**src/rtl/kp_pkg.sv**
```systemverilog
// Shared types and constants for the keypad BCD key encoder.
// Holds the FSM state enum, special key indices and the digit-to-key table.
package kp_pkg;

    typedef enum logic [2:0] {
        ST_IDLE,
        ST_SHIFT_PRESS,
        ST_SHIFT_GAP,
        ST_KEY_PRESS,
        ST_KEY_GAP
    } kp_state_t;

    localparam logic [3:0] KEY_SHIFT   = 4'd7;
    localparam logic [3:0] KEY_CLEAR   = 4'd0;
    localparam logic [3:0] KEY_NONE    = 4'd0;
    localparam logic [3:0] DIGIT_CLEAR = 4'hF;

    // Keypad matrix position of each decimal digit.
    localparam logic [3:0] KEY_DIGIT0 = 4'd1;
    localparam logic [3:0] KEY_DIGIT1 = 4'd12;
    localparam logic [3:0] KEY_DIGIT2 = 4'd13;
    localparam logic [3:0] KEY_DIGIT3 = 4'd14;
    localparam logic [3:0] KEY_DIGIT4 = 4'd8;
    localparam logic [3:0] KEY_DIGIT5 = 4'd9;
    localparam logic [3:0] KEY_DIGIT6 = 4'd10;
    localparam logic [3:0] KEY_DIGIT7 = 4'd4;
    localparam logic [3:0] KEY_DIGIT8 = 4'd5;
    localparam logic [3:0] KEY_DIGIT9 = 4'd6;

    function automatic logic isPressState(input kp_state_t state);
        return (state == ST_SHIFT_PRESS) || (state == ST_KEY_PRESS);
    endfunction

    // The phase counter counts down to zero, so a phase of N cycles loads N-1.
    function automatic logic [7:0] phaseReload(input int cycles);
        return 8'(cycles - 1);
    endfunction

endpackage

```
**src/rtl/kp_code_map.sv**
```systemverilog
// Combinational digit-to-key translation for the keypad encoder.
// Digits 0xA-0xE have no key and are flagged as illegal.
module kp_code_map
    import kp_pkg::*;
(
    input  logic [3:0] i_digit,
    output logic [3:0] o_key,
    output logic       o_legal
);

    always_comb begin
        o_key   = KEY_NONE;
        o_legal = 1'b1;
        case (i_digit)
            4'd0:        o_key = KEY_DIGIT0;
            4'd1:        o_key = KEY_DIGIT1;
            4'd2:        o_key = KEY_DIGIT2;
            4'd3:        o_key = KEY_DIGIT3;
            4'd4:        o_key = KEY_DIGIT4;
            4'd5:        o_key = KEY_DIGIT5;
            4'd6:        o_key = KEY_DIGIT6;
            4'd7:        o_key = KEY_DIGIT7;
            4'd8:        o_key = KEY_DIGIT8;
            4'd9:        o_key = KEY_DIGIT9;
            DIGIT_CLEAR: o_key = KEY_CLEAR;
            default:     o_legal = 1'b0;
        endcase
    end

endmodule

```
**src/rtl/kp_bcd_key.sv**
```systemverilog
// Keypad encoder: turns accepted 5-bit codes into timed (d, valid) key presses,
// inserting a shift-key press whenever the requested shift differs from the decoder's mode.
module kp_bcd_key
    import kp_pkg::*;
#(
    parameter int PRESS_CYCLES = 4,
    parameter int GAP_CYCLES   = 4
) (
    input  logic       clk,
    input  logic       rst_n,
    input  logic [4:0] code_in,
    input  logic       code_valid,
    output logic       code_ready,
    output logic [3:0] d,
    output logic       valid,
    output logic       err
);

    localparam logic [7:0] PRESS_RELOAD = phaseReload(PRESS_CYCLES);
    localparam logic [7:0] GAP_RELOAD   = phaseReload(GAP_CYCLES);

    kp_state_t  r_state;
    logic [7:0] r_count;
    logic       r_mode;
    logic [3:0] r_key;
    logic [3:0] r_d;
    logic       r_valid;
    logic       r_err;

    kp_state_t  w_nextState;
    logic [7:0] w_nextCount;
    logic       w_nextMode;
    logic [3:0] w_nextKey;
    logic [3:0] w_nextD;
    logic       w_nextValid;
    logic       w_nextErr;
    logic [3:0] w_mapKey;
    logic       w_legal;
    logic       w_accept;
    logic       w_phaseDone;

    kp_code_map u_codeMap (
        .i_digit (code_in[3:0]),
        .o_key   (w_mapKey),
        .o_legal (w_legal)
    );

    assign w_accept    = (r_state == ST_IDLE) && code_valid;
    assign w_phaseDone = (r_count == 8'd0);

    // Next-state logic; outputs are derived from the next state so they can be registered.
    always_comb begin
        w_nextState = r_state;
        w_nextCount = r_count;
        w_nextMode  = r_mode;
        w_nextKey   = r_key;
        w_nextErr   = 1'b0;
        case (r_state)
            ST_IDLE: begin
                if (w_accept) begin
                    if (!w_legal) begin
                        w_nextErr = 1'b1;
                    end else begin
                        w_nextKey   = w_mapKey;
                        w_nextCount = PRESS_RELOAD;
                        if (code_in[4] != r_mode) begin
                            w_nextState = ST_SHIFT_PRESS;
                        end else begin
                            w_nextState = ST_KEY_PRESS;
                        end
                    end
                end
            end
            ST_SHIFT_PRESS: begin
                if (w_phaseDone) begin
                    w_nextState = ST_SHIFT_GAP;
                    w_nextCount = GAP_RELOAD;
                    w_nextMode  = ~r_mode;
                end else begin
                    w_nextCount = r_count - 8'd1;
                end
            end
            ST_SHIFT_GAP: begin
                if (w_phaseDone) begin
                    w_nextState = ST_KEY_PRESS;
                    w_nextCount = PRESS_RELOAD;
                end else begin
                    w_nextCount = r_count - 8'd1;
                end
            end
            ST_KEY_PRESS: begin
                if (w_phaseDone) begin
                    w_nextState = ST_KEY_GAP;
                    w_nextCount = GAP_RELOAD;
                end else begin
                    w_nextCount = r_count - 8'd1;
                end
            end
            ST_KEY_GAP: begin
                if (w_phaseDone) begin
                    w_nextState = ST_IDLE;
                    w_nextCount = 8'd0;
                end else begin
                    w_nextCount = r_count - 8'd1;
                end
            end
            default: begin
                w_nextState = ST_IDLE;
                w_nextCount = 8'd0;
            end
        endcase

        w_nextValid = isPressState(w_nextState);
        if (w_nextState == ST_SHIFT_PRESS) begin
            w_nextD = KEY_SHIFT;
        end else if (w_nextState == ST_KEY_PRESS) begin
            w_nextD = w_nextKey;
        end else begin
            w_nextD = KEY_NONE;
        end
    end

    always_ff @(posedge clk or negedge rst_n) begin
        if (!rst_n) begin
            r_state <= ST_IDLE;
            r_count <= 8'd0;
            r_mode  <= 1'b0;
            r_key   <= KEY_NONE;
            r_d     <= KEY_NONE;
            r_valid <= 1'b0;
            r_err   <= 1'b0;
        end else begin
            r_state <= w_nextState;
            r_count <= w_nextCount;
            r_mode  <= w_nextMode;
            r_key   <= w_nextKey;
            r_d     <= w_nextD;
            r_valid <= w_nextValid;
            r_err   <= w_nextErr;
        end
    end

    assign code_ready = (r_state == ST_IDLE);
    assign d          = r_d;
    assign valid      = r_valid;
    assign err        = r_err;

endmodule

```
**config.mk**
```make
export PLATFORM = sky130hd
export DESIGN_NAME = kp_bcd_key
export DESIGN_NICKNAME = d
export VERILOG_FILES = /design/src/rtl/kp_pkg.sv /design/src/rtl/kp_code_map.sv /design/src/rtl/kp_bcd_key.sv
export SDC_FILE = /design/constraint.sdc
export NUM_CORES = 1
export LEC_CHECK = 0
export CORE_MARGIN = 5
export CORE_UTILIZATION = 57
export CTS_BUF_LIST = sky130_fd_sc_hd__clkbuf_8
export DETAILED_ROUTE_END_ITERATION = 8
export GPL_TIMING_DRIVEN = 0
export PLACE_DENSITY_LB_ADDON = 0.1
export SYNTH_ARGS = -nofsm -noshare
export SYNTH_HDL_FRONTEND = slang
export SYNTH_SLANG_ARGS = --single-unit
```
**constraint.sdc**
```tcl
create_clock -name clk -period 2.05 [get_ports clk]
set_clock_uncertainty 0.05 [all_clocks]
set_input_delay 0.205 -clock clk [delete_from_list [all_inputs] [get_ports clk]]
set_output_delay 0.205 -clock clk [all_outputs]
set_load 0.01 [all_outputs]
```
Word-level counts from Yosys, hierarchy flattened
Index checks and enable logic that the tools add are counted.

Equal/unequal tests: 19. Order comparisons: 0. $add $sub $neg: 1. Reductions and logical operators: 9. Div/mod/pow operators: 0. Shifts and indexed selects: 0. Mux-type cells: 23. Bitwise logic cells: 1. Multipliers: 0.

Operators with widths (count): $pmux 4 s10 (1); $mux 8 (4); $pmux 8 s3 (1); $mux 4 (5); $mux 3 (6); $eq 4x3->1 const B (4); $pmux 3 s5 (1); $eq 4x4->1 const B (3); $reduce_or 11->1 (1); $eq 3x2->1 const B (3); $eq 4x2->1 const B (2); $logic_not 8->1 (1); $sub 8x1->8 const B (1); $eq 3x1->1 const B (2); $eq 4x1->1 const B (1); $logic_not 4->1 (1); $mux 1 (4); $ne 2x1->1 const B (2); $reduce_and 2->1 (2); $eq 3x3->1 const B (1); $logic_not 3->1 (1); $reduce_or 3->1 (1); $mux 2 (1); $logic_and 1x1->1 (1); other kinds (3) (3).

Bits in read-only memories: 0. Register bits: 22. Latch bits: 0. Memories kept: 0. Logic and storage cells: 60. Output and inout bits: 7. Bits in writable memories: 0. Input port bits: 8.

Logic depth before layout (Yosys ltp)
Word-level depth: 9. Depth in mapped cells: 8. Gate-level depth less buffers: 7.

By module
A second synthesis with hierarchy kept.

Cells, all modules: 118. Area total of the unflattened synthesis: 1222.4 um^2.

By module, submodules not included: kp_bcd_key (cells each 102, seq. area each 550.5 um^2, area each 1081.0 um^2, instances 1); kp_code_map (cells each 16, seq. area each 0.0 um^2, area each 141.4 um^2, instances 1).

Worst setup path before layout
Ideal clock, no wire load.

Path type: reg2reg. From: register r_count[2]. To: register r_mode. Setup slack: 0.301 ns. Buffers on the path: 0. Period minus slack after synthesis: 1.749 ns. Library setup time: 0.123 ns. Arrival: 1.576 ns. Data required time: 1.877 ns. Stages on the path, launching flop included: 5. Cells stage by stage: dfrtp_1 > nor4_4 > nand3_4 > or4_4 > xnor2_2.

Longest elaborated chain between the ends: 2.

RTL lines: start: declaration (line kp_bcd_key.sv:23) `logic [7:0] r_count;`; start signal: assignment (line kp_bcd_key.sv:134) `r_count <= w_nextCount;`; $logic_not 8->1 (line kp_bcd_key.sv:49) `assign w_phaseDone = (r_count == 8'd0);`; $reduce_and 2->1 (no line); end signal: assignment (line kp_bcd_key.sv:135) `r_mode <= w_nextMode;`; end: declaration (line kp_bcd_key.sv:24) `logic r_mode;`.

No other way between the ends. A chain may end at the register's enable or synchronous reset.

Worst setup path after layout
From: register r_state[2]. To: output code_ready.

Longest elaborated chain between the ends: 1.

RTL lines: start: declaration (line kp_bcd_key.sv:22) `kp_state_t r_state;`; start signal: assignment (line kp_bcd_key.sv:133) `r_state <= w_nextState;`; $logic_not 3->1 (line kp_bcd_key.sv:143) `assign code_ready = (r_state == ST_IDLE);`; end: declaration (line kp_bcd_key.sv:13) `output logic code_ready,`.

No other way between the ends.

==> results.md <==
Routing:
- The first detailed-routing pass ran for 4 iterations.
- The wire length reported by the detailed router is 2280 um.
- The count of nets left with antenna violations once routing finished came out at 0.
- For this block, the initial DRC count from the detailed router was 26.
- In the routed layout, each cell is associated on average with a via count of 5.53.
- In the routed design, unresolved DRC markers number 0.
- The count of vias placed by the detailed router is 929.
- Dividing the detail-routed wire length by the instance count gives 13.6 um.

CTS:
- Once the clock tree was built, the resizer swapped 0 gates to a different size.
- The clock insertion delay at the later pin of the skew report is 0.26 ns.
- The deepest level of the CTS H-tree is 1.
- TritonCTS built the clock tree.
- The number of CTS-inserted buffers is 3.
- The number of clock sinks seen by CTS is 22.
- Post-CTS timing repair inserted 0 buffers for setup.
- CTS placed an instance of sky130_fd_sc_hd__clkbuf_8 at the clock tree root.
- The clock slew at the register clock pins of the worst setup and hold paths is 0.07 ns.
- After clock tree synthesis, the flow added hold-fix buffers numbering 0.
- The clock passes through at most 2 buffers.

STA:
- The total negative slack is 0 ns.
- The clock period could shrink to 1.89 ns.
- The worst pin sits at a relative slew slack of 0.358.
- At the pin with the least slew margin, the transition time is 0.960 ns.
- Setup repair after global routing left no endpoint under its margin.
- The worst hold slack is 0.371 ns.
- Based on the critical path, the design can be clocked at up to 0.528 GHz.
- The final count of pins violating max slew came to 0.
- The final hold violation count is 0.
- In the finished design, the share of the clock period the worst path needs comes to 0.924.
- Setup violations remaining at the end of the flow were counted as 0.

Logic synthesis:
- For this run, asynchronously set or reset flops after synthesis account for 1.00.
- In this run, synthesis produced a sequential element count of 22.
- By area the synthesized netlist is led by sky130_fd_sc_hd__dfrtp_1, sky130_fd_sc_hd__xor2_1, sky130_fd_sc_hd__nor2_1.
- The share of synthesized area in the top cell type comes to 0.449.
- After synthesis, the most frequently instantiated cells are sky130_fd_sc_hd__dfrtp_1, sky130_fd_sc_hd__nor2_1, sky130_fd_sc_hd__nand2_1, sky130_fd_sc_hd__inv_1, sky130_fd_sc_hd__xor2_1.
- The synthesized area per cell is 9.57 um^2.
- The most used standard cell by instance count after synthesis is sky130_fd_sc_hd__dfrtp_1.
- Counting flops with a built-in enable in the synthesized netlist gives 0.
- The number of library cell types mapped by synthesis is 38.
- The sequential share of the synthesized area is 0.449.
- The synthesized cell area is 1220 um^2.
- The number of nets in the synthesized netlist is 137.
- The number of warnings printed during yosys synthesis is 0.
- The most used flip-flop cell after synthesis is sky130_fd_sc_hd__dfrtp_1.
- Synthesis handed over a netlist of 128 instances.
- The synthesized design spends more area on one cell type than any other, namely sky130_fd_sc_hd__dfrtp_1.

Worst hold path:
- The startpoint identified for the worst hold timing path is code_in[3].
- The count of cells along the worst hold path is 3.
- The worst hold path terminates at r_key[2].
- The worst hold path class is in2reg.

Global route:
- Global routing finished with a remaining overflow of 0.
- The via count of the first global-routing pass is 949.
- In the global route stage, overall resource usage came out at 0.159.
- The largest net degree at the start of global routing is 23.
- The first global-routing pass estimated 4040 um of wire.
- The number of antenna violations at the first check in global routing is 0.

Critical path:
- The critical path in this run is classified as reg2out.
- The reg-to-reg endpoint is r_mode.
- Along the worst path, the maximum fanout reaches 7.
- Data on the critical path is required at its endpoint by 1.79 ns.
- The setup slack on the worst flop-to-flop path is 0.18 ns.
- The critical path contains buffers and inverters numbering 2 combined.
- On the critical path, the stage with the largest delay is an instance of sky130_fd_sc_hd__clkdlybuf4s50_1.
- The largest delay contributor family on the critical path is buffers and inverters.
- The critical path goes through clkbuf_2 -> nor3_4 -> clkdlybuf4s50_1.
- The startpoint of the most critical register-to-register path is r_count[2].
- The worst setup path is captured at an output pin.
- At the worst endpoint, the arrival time is 1.64 ns.
- Counting cells, the worst reg-to-reg path comes to 4.
- The worst setup path is launched from a register.
- The stage delay of the slowest cell on the critical path is 0.58 ns.

Final layout:
- The utilization of the core after routing is 0.699.
- The number of nets in the layout is 152.
- The fraction of layout cells with a size suffix above 1 is 0.106.
- The number of inserted diodes is 0.
- Relative to the synthesized area, the layout overhead comes to 14.3%.
- The final non-filler cell area is 1400 um^2.
- The filler cell count in the final layout is 157.

Floorplanning:
- For this configuration, the core starts out at a cell density of 0.612.
- The core area is 2000 um^2.
- The die is 56.4 um tall.
- From left edge to right edge, the die measures 56.4 um.
- The die area is 3180 um^2.
- The boundary pin count is 15.
- The row count is 16.

Place:
- The routability-driven placement congestion ratio is 0.791.
- During placement, the flow inserted port buffers numbering 10.
- After legalization and detailed placement, the total HPWL measured 1680 um.
- The instance area at placement is 1360 um^2.

Pwr:
- The maximum vdd ir drop is 0.000960 V.
- In this run the static leakage power is 0.608 nW.
- The total power divided by cell area is 1440 nW/um^2.

Run:
- The total of max-cap violations is 0.

Outcome:
- The flow ran to the end, and the final reports show no timing, DRC or antenna violations.
## where the power goes
part	internal (mW)	switching (mW)	leakage (nW)
Sequential	0.617	0.157	0.274
Combinational	0.464	0.521	0.313
Clock	0.131	0.126	0.0216
Total	1.21	0.803	0.608
## cell usage in the layout, fill, tap and decap left out, types with 2 or more instances in the layout
master                             n
sky130_fd_sc_hd__dfrtp_1          22
sky130_fd_sc_hd__nor2_1           16
sky130_fd_sc_hd__nand2_1          13
sky130_fd_sc_hd__clkdlybuf4s50_1  10
sky130_fd_sc_hd__inv_1             8
sky130_fd_sc_hd__xor2_1            7
sky130_fd_sc_hd__nand3_1           6
sky130_fd_sc_hd__o21a_1            6
sky130_fd_sc_hd__nand4_1           4
sky130_fd_sc_hd__nor3_1            4
sky130_fd_sc_hd__o21ai_0           4
sky130_fd_sc_hd__clkbuf_1          3
sky130_fd_sc_hd__a31oi_1           3
sky130_fd_sc_hd__a21oi_1           3
sky130_fd_sc_hd__clkbuf_8          3
sky130_fd_sc_hd__xnor2_1           2
sky130_fd_sc_hd__buf_2             2
sky130_fd_sc_hd__o22ai_1           2
sky130_fd_sc_hd__and3_1            2
## metrics by stage
| stage | power [mW] | cells | worst slack (ns) |
|---|---|---|---|
| final | 2.02 | 168 | 0.155 |
| after global routing | 2.17 | 168 | 0.0569 |
| after CTS | 2.04 | 168 | 0.144 |
| after detailed placement | 1.76 | 165 | 0.0748 |
| after global placement | 1.73 | 165 | 0.115 |
| after floorplan | 1.48 | 128 | 0.301 |
## tightest hold or removal path, cell delays in order
cell	delay, ns
sky130_fd_sc_hd__clkbuf_1	0.17
sky130_fd_sc_hd__o22ai_1	0.15
sky130_fd_sc_hd__a21oi_1	0.11
## final cells by class
class                   instances  area, um^2  share of cell area
flip-flops and latches         22         551               0.393
clock buffers                   3        41.3              0.0295
plain buffers                   6        26.3              0.0188
inverters                       8        30.0              0.0214
well taps                      27        33.8              0.0241
multi-input cells              92         618               0.441
repair buffers                 10         100              0.0715
## registers in the layout, indices dropped and copies added, names as in the netlist
signal	cells
r_count	8
err	1
r_mode	1
d	4
r_state	3
valid	1
r_key	4
## layer usage
metal	wire length, um	track usage	vias to the layer above
li1	-	-	474
met1	1030	0.192	429
met2	1150	0.275	24
met3	89	0.0275	2
met4	9	0.0678	0
met5	0	0	-
## kinds of logic (layout without fill, tap and decap cells)
| family | after synthesis | in the layout | share of synthesized area |
|---|---|---|---|
| AO/OA/AOI/OAI | 27 | 27 | 0.173 |
| XOR/XNOR | 10 | 10 | 0.0776 |
| adder cells (fa/ha/maj) | 2 | 2 | 0.0184 |
| buffers and inverters | 14 | 27 | 0.0460 |
| flip-flops | 22 | 22 | 0.449 |
| AND/OR/NAND/NOR | 53 | 53 | 0.236 |
## worst max path at each step
stage,from,endpoint,cells past startpoint
2_1_floorplan,r_count[2],r_mode,4
3_3_place_gp,code_valid,r_count[5],5
3_5_place_dp,code_valid,r_count[2],5
4_1_cts,r_state[2],code_ready,3
5_1_grt,r_count[2],r_count[2],4
6_report,r_state[2],code_ready,3
Power figures use the tool's default switching activity.
